### config.mk
export PLATFORM = sky130hd
export DESIGN_NAME = bvh_traversal_ctrl
export DESIGN_NICKNAME = d
export VERILOG_FILES = /design/src/rtl/bvh_traversal_ctrl.sv
export SDC_FILE = /design/constraint.sdc
export NUM_CORES = 1
export LEC_CHECK = 0
export ABC_AREA = 1
export CAP_MARGIN = 0
export CORE_AREA = 2 2 330 332
export CTS_CLUSTER_SIZE = 20
export DETAILED_ROUTE_END_ITERATION = 10
export DIE_AREA = 0 0 332 334
export GPL_TIMING_DRIVEN = 0
export PLACE_DENSITY_LB_ADDON = 0.2
export SKIP_LAST_GASP = 1
export SYNTH_ARGS = -nofsm -noshare
export SYNTH_HDL_FRONTEND = slang
export SYNTH_SLANG_ARGS = --single-unit
### constraint.sdc
create_clock -name clk -period 30.9 [get_ports clk]
set_input_delay 3.09 -clock clk [delete_from_list [all_inputs] [get_ports clk]]
set_output_delay 3.09 -clock clk [all_outputs]
set_load 0.1 [all_outputs]
### src/rtl/bvh_traversal_ctrl.sv
// bvh_traversal_ctrl: depth-first BVH walker feeding a combinational ray/box unit,
// emitting hit leaves and narrowing the ray's far distance from reported primitive hits.
module bvh_traversal_ctrl #(
    parameter int NODE_AW     = 10,
    parameter int STACK_DEPTH = 16
) (
    input  logic                      clk,
    input  logic                      rst,
    input  logic                      ray_valid,
    output logic                      ray_ready,
    input  logic [71:0]               ray_orig,
    input  logic [71:0]               inv_ray_dir,
    input  logic [47:0]               t_range,
    output logic                      node_rd_en,
    output logic [NODE_AW-1:0]        node_addr,
    input  logic [NODE_AW+148:0]      node_rd_data,
    output logic [71:0]               isect_orig,
    output logic [71:0]               isect_inv_dir,
    output logic [143:0]              isect_box,
    output logic [47:0]               isect_range,
    input  logic                      isect_hit,
    input  logic [47:0]               isect_range_in,
    output logic                      leaf_valid,
    input  logic                      leaf_ready,
    output logic [NODE_AW-1:0]        leaf_prim_base,
    output logic [3:0]                leaf_prim_cnt,
    output logic [47:0]               leaf_range,
    input  logic                      hit_t_valid,
    input  logic [23:0]               hit_t,
    output logic                      done,
    output logic                      overflow
);
    localparam int SPW = $clog2(STACK_DEPTH + 1);
    localparam int IW  = $clog2(STACK_DEPTH);

    typedef enum logic [2:0] {IDLE, FETCH, LOAD, TEST, EMIT, DONE} state_t;

    state_t state, state_nx;
    logic [NODE_AW-1:0] stack [STACK_DEPTH];
    logic [SPW-1:0] sp, top, free;
    logic [IW-1:0] top_i, sp_i, sp1_i;
    logic empty, push, is_leaf;
    logic [NODE_AW-1:0] child;
    logic [3:0] cnt;

    assign empty = sp == '0;
    assign top   = sp - SPW'(1);
    assign free  = SPW'(STACK_DEPTH) - sp;
    assign top_i = top[IW-1:0];
    assign sp_i  = sp[IW-1:0];
    assign sp1_i = IW'(sp + SPW'(1));
    assign push  = state == TEST && isect_hit && !is_leaf;

    always_ff @(posedge clk or posedge rst) begin
        if (rst) state <= IDLE;
        else     state <= state_nx;
    end

    always_comb begin
        state_nx   = state;
        ray_ready  = state == IDLE;
        node_rd_en = state == FETCH && !empty;
        node_addr  = node_rd_en ? stack[top_i] : '0;
        leaf_valid = state == EMIT;
        done       = state == DONE;
        case (state)
            IDLE:    state_nx = ray_valid ? FETCH : IDLE;
            FETCH:   state_nx = empty ? DONE : LOAD;
            LOAD:    state_nx = TEST;
            TEST:    state_nx = (isect_hit && is_leaf) ? EMIT : FETCH;
            EMIT:    state_nx = leaf_ready ? FETCH : EMIT;
            DONE:    state_nx = IDLE;
            default: state_nx = IDLE;
        endcase
    end

    // Stack storage needs no reset: sp alone defines which entries are live.
    always_ff @(posedge clk) begin
        if (state == IDLE && ray_valid) stack[0] <= '0;
        else if (push && free >= SPW'(2)) begin
            stack[sp_i]  <= child + 1'b1;
            stack[sp1_i] <= child;
        end else if (push && free == SPW'(1)) stack[sp_i] <= child;
    end

    always_ff @(posedge clk or posedge rst) begin
        if (rst) begin
            sp             <= '0;
            overflow       <= 1'b0;
            isect_orig     <= '0;
            isect_inv_dir  <= '0;
            isect_box      <= '0;
            isect_range    <= '0;
            is_leaf        <= 1'b0;
            child          <= '0;
            cnt            <= '0;
            leaf_prim_base <= '0;
            leaf_prim_cnt  <= '0;
            leaf_range     <= '0;
        end else begin
            if (state == IDLE && ray_valid) begin
                isect_orig    <= ray_orig;
                isect_inv_dir <= inv_ray_dir;
                isect_range   <= t_range;
                sp            <= SPW'(1);
                overflow      <= 1'b0;
            end
            if (node_rd_en) sp <= top;
            if (state == LOAD) begin
                isect_box <= node_rd_data[NODE_AW+148 -: 144];
                is_leaf   <= node_rd_data[NODE_AW+4];
                child     <= node_rd_data[NODE_AW+3 -: NODE_AW];
                cnt       <= node_rd_data[3:0];
            end
            if (state == TEST && isect_hit && is_leaf) begin
                leaf_prim_base <= child;
                leaf_prim_cnt  <= cnt;
                leaf_range     <= isect_range_in;
            end
            // Left child wins the last free slot; the dropped right subtree is flagged.
            if (push) begin
                sp <= sp + (free >= SPW'(2) ? SPW'(2) : free);
                if (free < SPW'(2)) overflow <= 1'b1;
            end
            if (hit_t_valid && state != IDLE && hit_t < isect_range[23:0]) isect_range[23:0] <= hit_t;
        end
    end
endmodule

==> results of run 1 <==
[cell usage in the layout, fill, tap and decap left out, types with 3 or more instances in the layout]
cell type	synthesis	final
nor3_1	9	9
buf_2	24	27
inv_2	22	22
mux2_2	48	48
inv_6	0	6
clkinv_2	1	15
buf_6	9	9
nand2_1	1583	1583
clkbuf_1	115	129
clkbuf_8	0	12
nand2_2	8	8
inv_1	72	71
o21ai_1	42	42
clkinv_1	0	3
buf_4	17	17
nor2_4	15	15
buf_16	0	4
a21oi_1	51	51
a31oi_1	10	10
nand3_1	215	215
nor2_1	26	26
dfrtp_1	422	422
nand3_2	4	4
a22oi_1	22	22
edfxtp_1	160	160
nand2_4	6	6
xor2_1	5	5
clkbuf_16	0	76
buf_1	22	22
o21ai_0	57	57
nand4_1	5	5
bufinv_16	0	5
clkdlybuf4s50_1	0	838
ha_1	35	35
diode_2	0	9
nand3b_1	24	24
[worst paths after layout]
path                                from  slack, ns         endpoint
min in group asynchronous            rst       2.94  isect_range[45]
min reg2reg                isect_box[42]       0.47    isect_box[42]
max reg2reg                        sp[0]      26.16      stack[4][7]
max in group asynchronous            rst      26.50   isect_box[101]
min                        isect_box[42]       0.47    isect_box[42]
max                                sp[0]      21.88     node_addr[1]
[layout make-up]
class,count,area [um2]
fill,11148,68500
sequential,582,15400
multi-input combinational,2184,9890
timing repair buffer,845,8510
clock buffer,102,2120
tap,1414,1770
buffer,187,863
inverter,97,378
clock inverter,32,345
antenna,9,22.5
[metrics by stage]
step                       util  instances  setup slack [ns]  hold slack [ns]
final                     0.364       5452             21.88            0.469
after detailed placement  0.341       5309             22.48            0.457
after global placement    0.340       5305              9.01            0.455
after global routing      0.364       5446             21.63            0.494
after floorplan               -       3050             16.06            0.486
after CTS                 0.364       5443             21.74            0.473
[layer usage]
metal,share of wire,vias to the layer above,GRT usage
li1,-,11610,-
met1,0.43,12167,0.328
met2,0.43,978,0.366
met3,0.12,143,0.107
met4,0.017,8,0.0499
met5,0.00040,-,0
[state kept, by name, summed over array words and instances, names as in the netlist]
| name | flops |
|---|---|
| leaf_prim_base | 10 |
| child | 10 |
| is_leaf | 1 |
| sp | 5 |
| isect_inv_dir | 72 |
| leaf_prim_cnt | 4 |
| cnt | 4 |
| isect_box | 144 |
| leaf_range | 48 |
| state | 3 |
| overflow | 1 |
| isect_range | 48 |
| stack | 160 |
| isect_orig | 72 |
[critical path: cells and delay by family, from the launching register on]
kind	cells	cell delay [ns]
adder cells (fa/ha/maj)	1	0.35
AND/OR/NAND/NOR	3	0.30
flip-flops	1	0.43
buffers and inverters	8	3.45
AO/OA/AOI/OAI	3	0.73
[logic make-up (layout without fill, tap and decap cells)]
logic type | count (synthesis) | count (layout)
AND/OR/NAND/NOR | 1900 | 1900
buffers and inverters | 284 | 1263
adder cells (fa/ha/maj) | 35 | 35
flip-flops | 582 | 582
XOR/XNOR | 7 | 7
other | 0 | 9
multiplexers | 48 | 48
AO/OA/AOI/OAI | 194 | 194
==> summary.md, run 1 <==
| Metric | Value |
|---|---|
| Status | `finished, final reports clean` |
| Clock Pin Slew Worst Setup and Hold Paths | `roughly 0.060 ns` |
| XOR/XNOR Fraction of Synth Area | `0.00260` |
| Chip height | `334 um` |
| Synthesis-stage register bit count | `582` |
| Final clock skew | `about 0.030 ns` |
| EDFF count, synth | `160` |
| Deepest clock path buffer count | `3` |
| Pre-antenna DRT Iters | `6` |
| Top-count cell post-synth | `nand2_1` |
| DP HPWL | `111000 um` |
| Initial core utilization | `0.246` |
| Max Cap Violations | `0` |
| Site Rows | `around 120` |
| Worst path required time | `approximately 28 ns` |
| Die Width | `roughly 330 um` |
| DIE AREA | `roughly 0.11 mm2` |
| Via density | `4.57` |
| Critical-path cell list | `buf_2 > inv_4 > buf_2 > buf_1 > ha_1 > clkbuf_1 > inv_1 > clkbuf_1 > a21oi_1 > a22oi_1 > nand2_1 > nand3_1 > nand2_1 > a31oi_1 > clkdlybuf4s50_1` |
| Mapped Cells | `a little over 3000` |
| Pins Over Slew Limit | `0` |
| Netlist Area Pre-Place | `roughly 0.026 mm2` |
| Mapped Nets | `~3500` |
| Post-route DRC | `0` |
| Hold crit path type | `reg -> reg` |
| CTS Hold Bufs | `0` |
| Post-synth top cells | `nand2_1, dfrtp_1, nand3_1` |
| Endpoint class of the critical path | `primary output` |
| Fin. Hold Viols | `0` |
| Setup CP Type | `reg -> out` |
| Post-Synth Adder-Cell Area | `0.0165` |
| Final setup vio count | `0` |
| Core ar. | `around 0.11 mm2` |
| Data arrival, critical path | `between 5 and 6 ns` |
| CTS tree | `built` |
| Sum of negative setup slack | `0 ns` |
| Yosys top cell area share | `0.399` |
| Post-CTS resize count | `0` |
| Register area share after synthesis | `0.580` |
| Slowest CP cell | `clkdlybuf4s50_1` |
| Initial DRC Count | `between 2000 and 2500` |
| Ys flop type | `dfrtp_1` |
| Routed vias | `around 25000` |
| Yosys top cell by area | `dfrtp_1` |
| Nets@finish | `4434` |
| Clock root cell | `clkbuf_16` |
| CP Max Fanout | `12` |
| WL final | `between 100000 and 150000 um` |
| Final GP Congestion | `0.914` |
| Layout cells sized above 1 | `0.0720` |
| Crit start category | `flop` |
| Design area | `0.0393 mm2` |
| Area Overhead vs Synth | `48.2%` |
| Mux cell area share after synthesis | `0.0204` |
| Initial antenna violation count | `26` |
| Largest net degree at the start of global routing | `~110` |
| Compound-Gate Fraction of Synth Area | `0.0410` |
| Fin crit share | `0.292` |
| First-pass GRT wire length | `192000 um` |
| Syn avg cell area | `between 8 and 9 um2` |
| Max Clk Rate | `between 0.1 and 0.15 GHz` |
| Fin crit period | `around 9 ns` |
| Vias in the first global route | `24708` |
| Async set-reset flop share out of synthesis | `0.725` |
| Slew margin rel. | `0.0469` |
| Area contributors post-synth | `dfrtp_1, nand2_1, edfxtp_1` |
| Clock buffer count from CTS | `73` |
| Area after DPL | `0.0368 mm2` |
| # clock sinks | `approximately 580` |
| Hold depth | `2` |
| Post-CTS Repair Setup Buffers | `0` |
| Routed Antenna Nets | `0` |
| Max stage delay on crit path | `between 1 and 1.5 ns` |
| Area share of and/or/nand/nor cells after synthesis | `0.293` |
| GRT Util Overall | `0.245` |
| FF-to-FF path depth | `17` |
| Routed wire length per instance | `about 25 um` |
| Yosys synthesis warning count | `0` |
| Gr ovfl total | `0` |
| RSZ-0062 raised after global routing | `false` |
| Htree depth | `3` |
| Actual slew at the worst max-slew pin | `between 1 and 1.5 ns` |
| Largest family of logic cells by synthesized area | `simple AND/OR/NAND/NOR gates` |
| Synth unique cells | `between 40 and 50` |
| PortBufs | `~840` |
| Worst skew pair latency | `0.65 ns` |
| IO Pins | `between 800 and 900` |
Power of run 1 is not shown: default switching activity piles up to over one toggle a cycle in this logic, so the estimate is an artifact.
==> run 2, diff against run 1 <==
Clock period 30.9 ns to 8.6 ns, I/O delays scaled along.
==> run 2 against run 1 <==
Against the previous run: final area is 0.30% higher; highest routed layer unchanged; clock skew is 0.0043 ns lower; global-route usage is 0.51 points higher; sequential share of layout area is 0.12 points lower; critical path type unchanged.
==> summary.md, run 2 (same netlist as run 1, synthesis figures left out) <==
| Metric | Value |
|---|---|
| DP HPWL | `115000 um (+3.3%)` |
| Area Overhead vs Synth | `48.7%` |
| Final GP Congestion | `0.923 (+0.96%)` |
| DIE AREA | `0.111 mm2 (unchanged)` |
| Final clock skew | `0.0257 ns (-0.00431 ns)` |
| Pre-antenna DRT Iters | `5 (-1)` |
| # clock sinks | `582 (unchanged)` |
| Largest net degree at the start of global routing | `39 (-64%)` |
| Routed Antenna Nets | `0 (unchanged)` |
| Vias in the first global route | `24224 (-2.0%)` |
| Top reg by flops | `stack` |
| Chip height | `334 um (unchanged)` |
| CTS Hold Bufs | `0 (unchanged)` |
| Initial antenna violation count | `48 (+85%)` |
| Endpoint class of the critical path | `primary output` |
| Gr ovfl total | `0 (unchanged)` |
| Nets@finish | `4442 (+0.18%)` |
| Die Width | `332 um (unchanged)` |
| Biggest regs | `stack: 160 flops, isect_box: 144 flops` |
| Clock Pin Slew Worst Setup and Hold Paths | `0.06 ns (about the same)` |
| Deepest clock path buffer count | `3 (unchanged)` |
| IO Pins | `842 (unchanged)` |
| Fin crit period | `6.87 ns` |
| Fin crit share | `0.799` |
| Core ar. | `0.108 mm2 (unchanged)` |
| GRT Util Overall | `0.250 (+0.00513)` |
| Actual slew at the worst max-slew pin | `1.48 ns (+0.0525 ns)` |
| Clock buffer count from CTS | `73 (unchanged)` |
| Largest register FFs | `160 (unchanged)` |
| Routed vias | `25115 (+0.84%)` |
| Max Cap Violations | `0 (unchanged)` |
| Hold crit path type | `reg -> reg` |
| CP Max Fanout | `12 (unchanged)` |
| Post-CTS Repair Setup Buffers | `0 (unchanged)` |
| PortBufs | `841 (unchanged)` |
| Initial DRC Count | `2480 (+11%)` |
| Fin. Hold Viols | `0 (unchanged)` |
| Initial core utilization | `0.246 (unchanged)` |
| Most common cell after layout, fill and taps aside | `nand2_1` |
| Clock root cell | `clkbuf_16` |
| Final setup vio count | `0 (unchanged)` |
| Setup CP Type | `reg -> out` |
| Htree depth | `3 (unchanged)` |
| Sum of negative setup slack | `0 ns (unchanged)` |
| Routed wire length per instance | `26.0 um (+2.1%)` |
| Slew margin rel. | `0.0118 (-0.0351)` |
| First-pass GRT wire length | `195000 um (+1.2%)` |
| Layout cells sized above 1 | `0.0706 (-0.00135)` |
| RSZ-0062 raised after global routing | `false` |
| Via density | `4.59 (+0.49%)` |
| Post-CTS resize count | `0 (unchanged)` |
| Most frequent cells in the layout | `nand2_1, clkdlybuf4s50_1, dfrtp_1` |
| Max Clk Rate | `roughly 0.15 GHz` |
| Setup slack after layout | `1.73 ns (-20.15 ns)` |
| Min Hold Slack | `0.469 ns (-0.000518 ns)` |
| CTS tree | `built` |
| Status | `finished, final reports clean` |
| Place WS | `2.46 ns (-20.02 ns)` |
| Site Rows | `121 (unchanged)` |
| Worst skew pair latency | `0.65 ns (about the same)` |
| WL final | `142000 um (+2.4%)` |
| Pins Over Slew Limit | `0 (unchanged)` |
| Post-route DRC | `0 (unchanged)` |
| Worst path required time | `7.74 ns (-20.07 ns)` |
| Data arrival, critical path | `6.01 ns (+0.08 ns)` |
| Crit start category | `flop` |
==> run 2: cell types whose count changed in the layout (fill, tap and decap cells not counted), sizes merged <==
cell,change
clkbuf,+10
clkdlybuf4s50,+3
clkinv,-6
buf,+5
bufinv,-2
diode,+13
clkinvlp,-1
inv,-3
==> run 2: final cells by class <==
class                      count  area [um2]
antenna                       22        55.1
fill                       11084       68400
clock inverter                20         231
timing repair buffer         853        8660
clock buffer                 112        2180
inverter                      97         374
tap                         1414        1770
buffer                       187         863
sequential                   582       15400
multi-input combinational   2184        9890
==> run 2: through the flow <==
stage / util / instances / instance area, um2
after global placement: 0.340 / 5305 / 36700
after CTS: 0.365 / 5449 / 39300
after global routing: 0.365 / 5458 / 39300
after floorplan: - / 3050 / 26500
final: 0.365 / 5471 / 39400
after detailed placement: 0.342 / 5317 / 36900
==> run 2: layer usage <==
metal | part of all wire | track usage | up-vias
met2 | 0.42 | 0.366 | 1083
met1 | 0.43 | 0.339 | 12200
li1 | - | - | 11626
met5 | 0.00084 | 0 | -
met4 | 0.024 | 0.0596 | 20
met3 | 0.12 | 0.109 | 186
==> run 2: critical path, stage by stage, from the launching register on <==
cell,delay [ns]
dfrtp_1,0.44
buf_2,0.24
inv_4,0.11
buf_2,0.30
buf_1,0.54
ha_1,0.34
clkbuf_1,0.26
inv_1,0.31
clkbuf_1,0.55
a21oi_1,0.12
a22oi_1,0.31
nand2_1,0.16
nand3_1,0.10
nand2_1,0.14
a31oi_1,0.27
clkdlybuf4s50_1,1.17
==> run 2: final timing paths <==
kind / from / to / slack, ns / depth (start not counted)
worst max-delay path: sp[0] / node_addr[7] / 1.73 / 15
worst min-delay path: isect_box[51] / isect_box[51] / 0.47 / 2
worst max register to register: sp[0] / stack[12][4] / 3.81 / 17
worst min register to register: isect_box[51] / isect_box[51] / 0.47 / 2
max in group asynchronous: rst / isect_box[117] / 6.08 / 7
min in group asynchronous: rst / isect_orig[52] / 0.78 / 2
Power of run 2 is left out for the same reason.
